`src/rtl/mostrador_scan_ctrl.sv`:
```
// Display sequencing for the irrigation 7-segment: view select, digit scan, error blink.
// Optional decimal-point heartbeat output when MOSTRADOR_DP_HEARTBEAT_EN is defined.
module mostrador_scan_ctrl #(
    parameter int          PRESC_DIV   = 50000,
    parameter int          VIEW_TICKS  = 1000,
    parameter int          BLINK_TICKS = 250,
    parameter int          DEAD_CYC    = 2,
    parameter logic [3:0]  DIG_MASK    = 4'b0001
) (
    input  logic       Clk,
    input  logic       Rst_n,
    input  logic       Auto_En,
    input  logic       Sd_Man,
    input  logic       ERRO,
    input  logic       Bs,
    input  logic       Vs,
    output logic       Sd,
    output logic [3:0] Dig_Sel,
    output logic       Blank,
    output logic       Scan_Tick
`ifdef MOSTRADOR_DP_HEARTBEAT_EN
    ,
    output logic       Dp_Out
`endif
);

    localparam int PW = $clog2(PRESC_DIV);
    localparam int VW = $clog2(VIEW_TICKS + 1);
    localparam int BW = $clog2(BLINK_TICKS + 1);
    localparam int DW = $clog2(DEAD_CYC + 1);

    localparam logic [PW-1:0] P_LAST = PW'(PRESC_DIV - 1);
    localparam logic [VW-1:0] V_LAST = VW'(VIEW_TICKS - 1);
    localparam logic [BW-1:0] B_LAST = BW'(BLINK_TICKS - 1);
    localparam logic [DW-1:0] D_LOAD = DW'(DEAD_CYC);

    localparam logic [1:0] S_LEVEL = 2'd0;
    localparam logic [1:0] S_IRRIG = 2'd1;
    localparam logic [1:0] S_ERR   = 2'd2;

    function automatic logic [1:0] top_digit(input logic [3:0] m);
        logic [1:0] t;
        t = 2'd0;
        for (int i = 0; i < 4; i++) begin
            if (m[i]) t = 2'(i);
        end
        return t;
    endfunction

    // Parking on the highest digit makes the first scan land on the lowest one.
    localparam logic [1:0] PTR_INIT = top_digit(DIG_MASK);

    logic [PW-1:0] presc;
    logic          tick;
    logic [1:0]    ptr;
    logic [1:0]    ptr_nxt;
    logic [1:0]    idx;
    logic [DW-1:0] dead;
    logic [1:0]    state;
    logic [1:0]    state_nxt;
    logic [VW-1:0] vcnt;
    logic [VW-1:0] vcnt_nxt;
    logic [BW-1:0] bcnt;
    logic          blink;
    logic [DW-1:0] vdead;
    logic          busy;
    logic          sd_nxt;

    assign tick      = (presc == P_LAST);
    assign Scan_Tick = tick;
    assign busy      = Bs | Vs;
    assign sd_nxt    = (state_nxt == S_IRRIG);
    assign Blank     = blink | (vdead != '0);

    always_ff @(posedge Clk or negedge Rst_n) begin
        if (!Rst_n) begin
            presc <= '0;
        end else if (tick) begin
            presc <= '0;
        end else begin
            presc <= presc + 1'b1;
        end
    end

    always_comb begin
        ptr_nxt = ptr;
        idx     = ptr;
        for (int i = 4; i >= 1; i--) begin
            idx = ptr + 2'(i);
            if (DIG_MASK[idx]) ptr_nxt = idx;
        end
    end

    always_ff @(posedge Clk or negedge Rst_n) begin
        if (!Rst_n) begin
            ptr     <= PTR_INIT;
            dead    <= '0;
            Dig_Sel <= 4'b1111;
        end else if (tick) begin
            ptr     <= ptr_nxt;
            dead    <= D_LOAD;
            Dig_Sel <= 4'b1111;
        end else if (dead != '0) begin
            dead <= dead - 1'b1;
            if (dead == DW'(1)) Dig_Sel <= ~(4'b0001 << ptr);
        end
    end

    always_comb begin
        state_nxt = state;
        vcnt_nxt  = vcnt;
        if (ERRO) begin
            state_nxt = S_ERR;
            vcnt_nxt  = '0;
        end else if (state != S_LEVEL && state != S_IRRIG) begin
            state_nxt = S_LEVEL;
            vcnt_nxt  = '0;
        end else if (!Auto_En) begin
            state_nxt = Sd_Man ? S_IRRIG : S_LEVEL;
            vcnt_nxt  = '0;
        end else if (state == S_IRRIG && !busy) begin
            state_nxt = S_LEVEL;
            vcnt_nxt  = '0;
        end else if (tick) begin
            if (vcnt == V_LAST) begin
                vcnt_nxt  = '0;
                state_nxt = (state == S_LEVEL && busy) ? S_IRRIG : S_LEVEL;
            end else begin
                vcnt_nxt = vcnt + 1'b1;
            end
        end
    end

    always_ff @(posedge Clk or negedge Rst_n) begin
        if (!Rst_n) begin
            state <= S_LEVEL;
            vcnt  <= '0;
            Sd    <= 1'b0;
            vdead <= '0;
        end else begin
            state <= state_nxt;
            vcnt  <= vcnt_nxt;
            Sd    <= sd_nxt;
            if (sd_nxt != Sd) begin
                vdead <= D_LOAD;
            end else if (vdead != '0) begin
                vdead <= vdead - 1'b1;
            end
        end
    end

    // Blink phase restarts on every entry into the error view.
    always_ff @(posedge Clk or negedge Rst_n) begin
        if (!Rst_n) begin
            bcnt  <= '0;
            blink <= 1'b0;
        end else if (state != S_ERR || state_nxt != S_ERR) begin
            bcnt  <= '0;
            blink <= 1'b0;
        end else if (tick) begin
            if (bcnt == B_LAST) begin
                bcnt  <= '0;
                blink <= ~blink;
            end else begin
                bcnt <= bcnt + 1'b1;
            end
        end
    end

`ifdef MOSTRADOR_DP_HEARTBEAT_EN
    logic [BW-1:0] hcnt;

    always_ff @(posedge Clk or negedge Rst_n) begin
        if (!Rst_n) begin
            hcnt   <= '0;
            Dp_Out <= 1'b0;
        end else if (!Auto_En || state == S_ERR) begin
            hcnt   <= '0;
            Dp_Out <= 1'b0;
        end else if (tick) begin
            if (hcnt == B_LAST) begin
                hcnt   <= '0;
                Dp_Out <= ~Dp_Out;
            end else begin
                hcnt <= hcnt + 1'b1;
            end
        end
    end
`endif

endmodule

```
`config.mk`:
```
export PLATFORM = sky130hd
export DESIGN_NAME = mostrador_scan_ctrl
export DESIGN_NICKNAME = d
export VERILOG_FILES = /design/src/rtl/mostrador_scan_ctrl.sv
export SDC_FILE = /design/constraint.sdc
export NUM_CORES = 1
export LEC_CHECK = 0
export BUFFER_PORTS_ARGS = -buffer_cell sky130_fd_sc_hd__buf_2
export CORE_UTILIZATION = 52
export DETAILED_ROUTE_END_ITERATION = 10
export GPL_TIMING_DRIVEN = 0
export PLACE_DENSITY_LB_ADDON = 0.25
export SETUP_SLACK_MARGIN = 0.15
export SLEW_MARGIN = 25
export SYNTH_ARGS = -nofsm -noshare
export SYNTH_HDL_FRONTEND = slang
export SYNTH_SLANG_ARGS = --single-unit
```
`constraint.sdc`:
```
create_clock -name Clk -period 2.01 [get_ports Clk]
set_input_delay 0.3015 -clock Clk [delete_from_list [all_inputs] [get_ports Clk]]
set_output_delay 0.3015 -clock Clk [all_outputs]
set_load 0.03 [all_outputs]
```
==> out/qor.yml, run 1 <==
outcome: "finished clean"
antenna_cells: 0
critPathTopFamily: "simple AND/OR/NAND/NOR gates"
worstMarginPinSlew_ns: 0.595
power_frac_comb_pct: 15.7
cp_cell_sequence: "and4bb_2 > nand4_1 > inv_2 > buf_6 > buf_6"
timing.rr.end: "vdead[0]$_DFFE_PN0P_"
grt_overflow: 0
cp-end-kind: "output port"
area_growth_pct: 16.7
ioPinCount: 14
slowest_stage: "dfrtp_1"
start_util_pct: 55.9
critPathKind: "register to output port"
grt_max_degree: 49
synth_enable_flop_cells: 0
drc: 0
crit_top_cell: "buf_6"
drt_iter0_drc: 74
cp.arrival_ns: 1.65
portBuffers: 13
grt.total_usage_pct: 20.1
timing.hold.ws_ns: 0.000945
report.final.slew_viol_count: 0
die_width_um: 71.6
ys_seq_area_share_pct: 47.9
vias: 1929
die_h_um: 71.6
rsz0062_at_grt: "true"
max_freq_mhz: 511
startpoint_type: "register"
fill_cells: 369
final_util_pct: 65.2
layout.cells.most_common: "dfrtp_1"
slew_headroom_pct: 60.3
first_pass_iters: 4
clk_path_buf_depth: 2
hold_buffers: 0
ys.flop_type: "dfrtp_1"
core_area_um2: 4500
r2r_setup_slack_ns: 0.07
clock_latency_ns: 0.30
critPathBufInv: 3
finalCritPeriodShare_pct: 97.3
clockPowerShare_pct: 31.7
placementRows: 24
crit_required_ns: 1.71
final_cell_mix: "dfrtp_1, nand2_1, nor2_1, buf_4, o21ai_0"
finalClockSkew_ns: 0.00898
drv_cap: 0
wl_per_cell_um: 13.6
synth_area_um2: 2520
ys_ff_latch: 48
clk_pin_slew_ns: 0.09
seqPwrFrac_pct: 52.6
cts-htree-levels: 2
layout-drive-gt1-share_pct: 23.6
cts_tree: "yes"
switchingPower_mw: 0.523
p_leak_nw: 1.31
yosysWarnings: 0
dpl.hpwl_um: 3030
min_path_type: "input port to async pin"
period_needed_ns: 1.96
finalHoldViolations: 0
fin_nets: 305
antenna_found_initial: 0
grt_pass1_vias: 1842
wl_um: 4690
post_synth_inst_count: 256
grt_pass1_wl_um: 7960
ant_nets: 0
dieArea_um2: 5120
setup-tns-final_ns: 0
routed_via_density: 5.61
r2r_cells: 7
root_buffer: "clkbuf_8"
r2r-start: "presc[13]$_DFF_PN0_"
syn_avg_cell_area_um2: 9.83
p_int_mw: 1.38
clock_sinks: 48
max_stage_delay_ns: 0.42
p_sw_share_pct: 27.5
crit_fanout: 4
netlist-cell-type-count: 50
p_per_area_nw_per_um2: 648
syn_nets: 270
place_congestion: 0.791
setup_viol: 0
cts_made_buffers: 5
total_power_mw: 1.90
async_flop_share_pct: 100
ir_drop_mv: 0.513
flip-flops by register name, indices dropped and copies added (netlist names):
| name | count |
|---|---|
| vdead | 2 |
| vcnt | 10 |
| Dig_Sel | 4 |
| bcnt | 8 |
| ptr | 2 |
| Sd | 1 |
| state | 2 |
| blink | 1 |
| presc | 16 |
| dead | 2 |
cell families after synthesis:
family | Yosys count | synth area share [%]
adder cells (fa/ha/maj) | 7 | 3.48
AND/OR/NAND/NOR | 115 | 25.0
AO/OA/AOI/OAI | 44 | 11.6
flip-flops | 48 | 47.9
buffers and inverters | 17 | 3.08
XOR/XNOR | 23 | 8.00
multiplexers | 2 | 0.895
synth_stat cells, types with 4 or more instances:
library cell / instances / area share (%)
a21oi_1: 4 / 0.80
and2_1: 4 / 0.99
xor2_1: 14 / 4.9
ha_1: 7 / 3.5
inv_1: 11 / 1.6
nor3_1: 5 / 0.99
nor2b_1: 4 / 0.99
xnor2_1: 9 / 3.1
nand2_1: 30 / 4.5
and3_1: 5 / 1.2
nor2_1: 28 / 4.2
nand3b_1: 4 / 1.2
nand4_1: 7 / 1.7
dfrtp_1: 44 / 44
nand3_1: 11 / 2.2
o2111ai_1: 4 / 1.4
o21ai_0: 20 / 4.0
dfstp_2: 4 / 4.2
layout make-up:
cell class	count	area [um^2]	area share (%)
Clock buffer	7	86.3	2.94
Tap cell	52	65.1	2.22
Sequential cell	48	1210	41.1
Inverter	11	41.3	1.41
Multi-Input combinational cell	191	1300	44.1
Buffer	6	46.3	1.58
Timing Repair Buffer	28	186	6.35
Clock inverter	1	7.51	0.256
power groups by stage:
| stage | logic (mW) | clock network (mW) | registers (mW) |
|---|---|---|---|
| after floorplan | 0.220 | 0 | 1.02 |
| after global placement | 0.286 | 0 | 1.02 |
| after detailed placement | 0.293 | 0 | 1.02 |
| after CTS | 0.298 | 0.621 | 1.00 |
| after global routing | 0.343 | 0.651 | 1.00 |
| final | 0.299 | 0.604 | 1.00 |
worst max path at each step:
stage	start	endpoint	slack (ns)	cells after the start
after global placement	presc[0]$_DFF_PN0_	vdead[1]$_DFFE_PN0P_	-0.005	7
final	presc[13]$_DFF_PN0_	Scan_Tick	0.05	5
after global routing	presc[1]$_DFF_PN0_	Scan_Tick	-0.01	6
after CTS	presc[1]$_DFF_PN0_	Scan_Tick	0.10	6
after detailed placement	presc[0]$_DFF_PN0_	bcnt[5]$_DFFE_PN0P_	-0.003	8
after floorplan	presc[0]$_DFF_PN0_	vdead[1]$_DFFE_PN0P_	0.23	7
stage by stage:
step / area [um^2] / std cells / setup WS [ns]
CTS: 2890 / 342 / 0.101
finish: 2940 / 344 / 0.0544
detailed placement: 2650 / 321 / -0.00287
global placement: 2650 / 321 / -0.00518
global route: 2940 / 344 / -0.0139
floorplan: 2520 / 256 / 0.227
what timing repair did:
item,4_1_cts,5_1_grt
buffers inserted,13,2
pin swaps,3,7
gates resized for setup,12,13
setup endpoints to repair,23,25
worst reg2reg max path, cell delays in order, from the launching register on:
cell and delay [ns]:
dfrtp_1 0.42, and4bb_2 0.31, nand4_1 0.23, buf_6 0.22
nor4_4 0.35, buf_4 0.18, o2111ai_1 0.09, nand2_1 0.09
routing by layer:
metal	share of wire [%]	global-route usage, %	vias up
met4	1.3	6.54	0
met2	48	33.5	32
met3	3.3	4.22	7
met5	0	0	-
li1	-	-	968
met1	48	26.4	922
Power figures use the tool's default switching activity.
==> run 2: changes to the inputs <==
Settings changed: RECOVER_POWER set to 25.
==> run 2 against run 1 <==
  * Wire length hardly changed
  * Sequential share of layout area hardly changed
  * Sequential cell count did not move
  * Setup slack about the same
==> out/qor.yml, run 2 (synthesis gave the netlist of run 1 again) <==
outcome: "finished clean"
preCtsSetupSlack_ns: -0.00287
grt_pass1_vias: 1842
switchingPower_mw: 0.523
setup_viol: 0
startpoint_type: "register"
grt.total_usage_pct: 20.1
crit_start: "presc[13]$_DFF_PN0_"
finalCritPeriodShare_pct: 97.3
r2r-start: "presc[13]$_DFF_PN0_"
largest_reg_flops: 16
met1_usage_pct: 26.4
finalClockSkew_ns: 0.00898
worstMarginPinSlew_ns: 1.18
core_area_um2: 4500
max_freq_mhz: 511
vias: 1929
critPathKind: "register to output port"
total_power_mw: 1.90
wl_um: 4690
clockPowerShare_pct: 31.7
drt_iter0_drc: 74
p_sw_share_pct: 27.5
place_congestion: 0.791
area_growth_pct: 16.6
period_needed_ns: 1.96
cts_tree: "yes"
dieArea_um2: 5120
crit_fanout: 4
p_int_mw: 1.38
antenna_cells: 0
wl_per_cell_um: 13.6
globalRoute.busiestLayer: "met2"
antenna_found_initial: 0
p_per_area_nw_per_um2: 648
fin_ws_ns: 0.0544
hold_buffers: 0
finalHoldViolations: 0
cts_made_buffers: 5
final_cell_mix: "dfrtp_1, nand2_1, nor2_1, o21ai_0, buf_4"
die_width_um: 71.6
slew_headroom_pct: 21.5
seqPwrFrac_pct: 52.6
clk_pin_slew_ns: 0.09
p_leak_nw: 1.31
crit_required_ns: 1.71
min_path_type: "input port to async pin"
first_pass_iters: 4
power_frac_comb_pct: 15.7
routed_via_density: 5.61
drv_cap: 0
cp-end-kind: "output port"
cp.arrival_ns: 1.65
cts-htree-levels: 2
layout-drive-gt1-share_pct: 23.6
clock_sinks: 48
portBuffers: 13
timing.rr.end: "vdead[0]$_DFFE_PN0P_"
ant_nets: 0
drc: 0
r2r_cells: 7
grt_max_degree: 49
largestRegisters: "presc x16, vcnt x10, bcnt x8"
met2_usage_pct: 33.5
ioPinCount: 14
fin_nets: 305
met3_usage_pct: 4.22
regMostFlops: "presc"
dpl.hpwl_um: 3030
rsz0062_at_grt: "true"
r2r_setup_slack_ns: 0.07
clock_latency_ns: 0.30
report.final.slew_viol_count: 0
layout.cells.most_common: "dfrtp_1"
start_util_pct: 55.9
grt_overflow: 0
root_buffer: "clkbuf_8"
clk_path_buf_depth: 2
grt_pass1_wl_um: 7960
place_area_um2: 2650
final_util_pct: 65.1
ir_drop_mv: 0.513
final_area_um2: 2930
placementRows: 24
die_h_um: 71.6
-- run 2: changes by cell type in the layout (fill, tap and decap cells not counted) --
cell,before,now
clkbuf_2,0,1
buf_4,18,17
-- run 2: layout make-up --
class / instances / area (um^2)
plain buffers: 6 / 46.3
repair buffers: 28 / 184
clock buffers: 7 / 86.3
flip-flops and latches: 48 / 1210
multi-input cells: 191 / 1300
inverters: 11 / 41.3
fillers: 370 / 1570
well taps: 52 / 65.1
clock inverters: 1 / 7.51
-- run 2: worst max path at each step --
| stage | to | slack, ns | depth (start not counted) |
|---|---|---|---|
| 2_1_floorplan | vdead[1]$_DFFE_PN0P_ | 0.23 | 7 |
| 3_3_place_gp | vdead[1]$_DFFE_PN0P_ | -0.005 | 7 |
| 3_5_place_dp | bcnt[5]$_DFFE_PN0P_ | -0.003 | 8 |
| 4_1_cts | Scan_Tick | 0.10 | 6 |
| 5_1_grt | Scan_Tick | -0.01 | 6 |
| 6_report | Scan_Tick | 0.05 | 5 |
-- run 2: power groups by stage --
stage	clock network, mW	logic [mW]	registers (mW)
floorplan	0	0.220	1.02
global placement	0	0.286	1.02
detailed placement	0	0.293	1.02
CTS	0.621	0.298	1.00
global route	0.651	0.343	1.00
finish	0.604	0.298	1.00
-- run 2: through the flow --
| step | hold WS (ns) | TNS [ns] | instances |
|---|---|---|---|
| 3_5_place_dp | 0.356 | -0.00287 | 321 |
| 4_1_cts | 0.0264 | 0 | 342 |
| 6_report | 0.223 | 0 | 344 |
| 5_1_grt | 0.254 | -0.0240 | 344 |
| 2_1_floorplan | 0.00591 | 0 | 256 |
| 3_3_place_gp | 0.473 | -0.00518 | 321 |
-- run 2: worst max-delay path: stages (launching register included) --
cell      delay [ns]
dfrtp_1         0.42
and4bb_2        0.31
nand4_1         0.23
inv_2           0.16
buf_6           0.11
buf_6           0.12
-- run 2: repair_timing --
action,in CTS,in global routing
resized for setup,12,13
setup buffers,13,2
endpoints found under the setup margin,23,25
pin swaps,3,7
-- run 2: routing by layer --
metal / vias to the layer above / wire length, um / share of wire (%)
li1: 968 / - / -
met2: 32 / 2240 / 48
met3: 7 / 152 / 3.2
met1: 922 / 2240 / 48
met5: - / 0 / 0
met4: 0 / 60 / 1.3
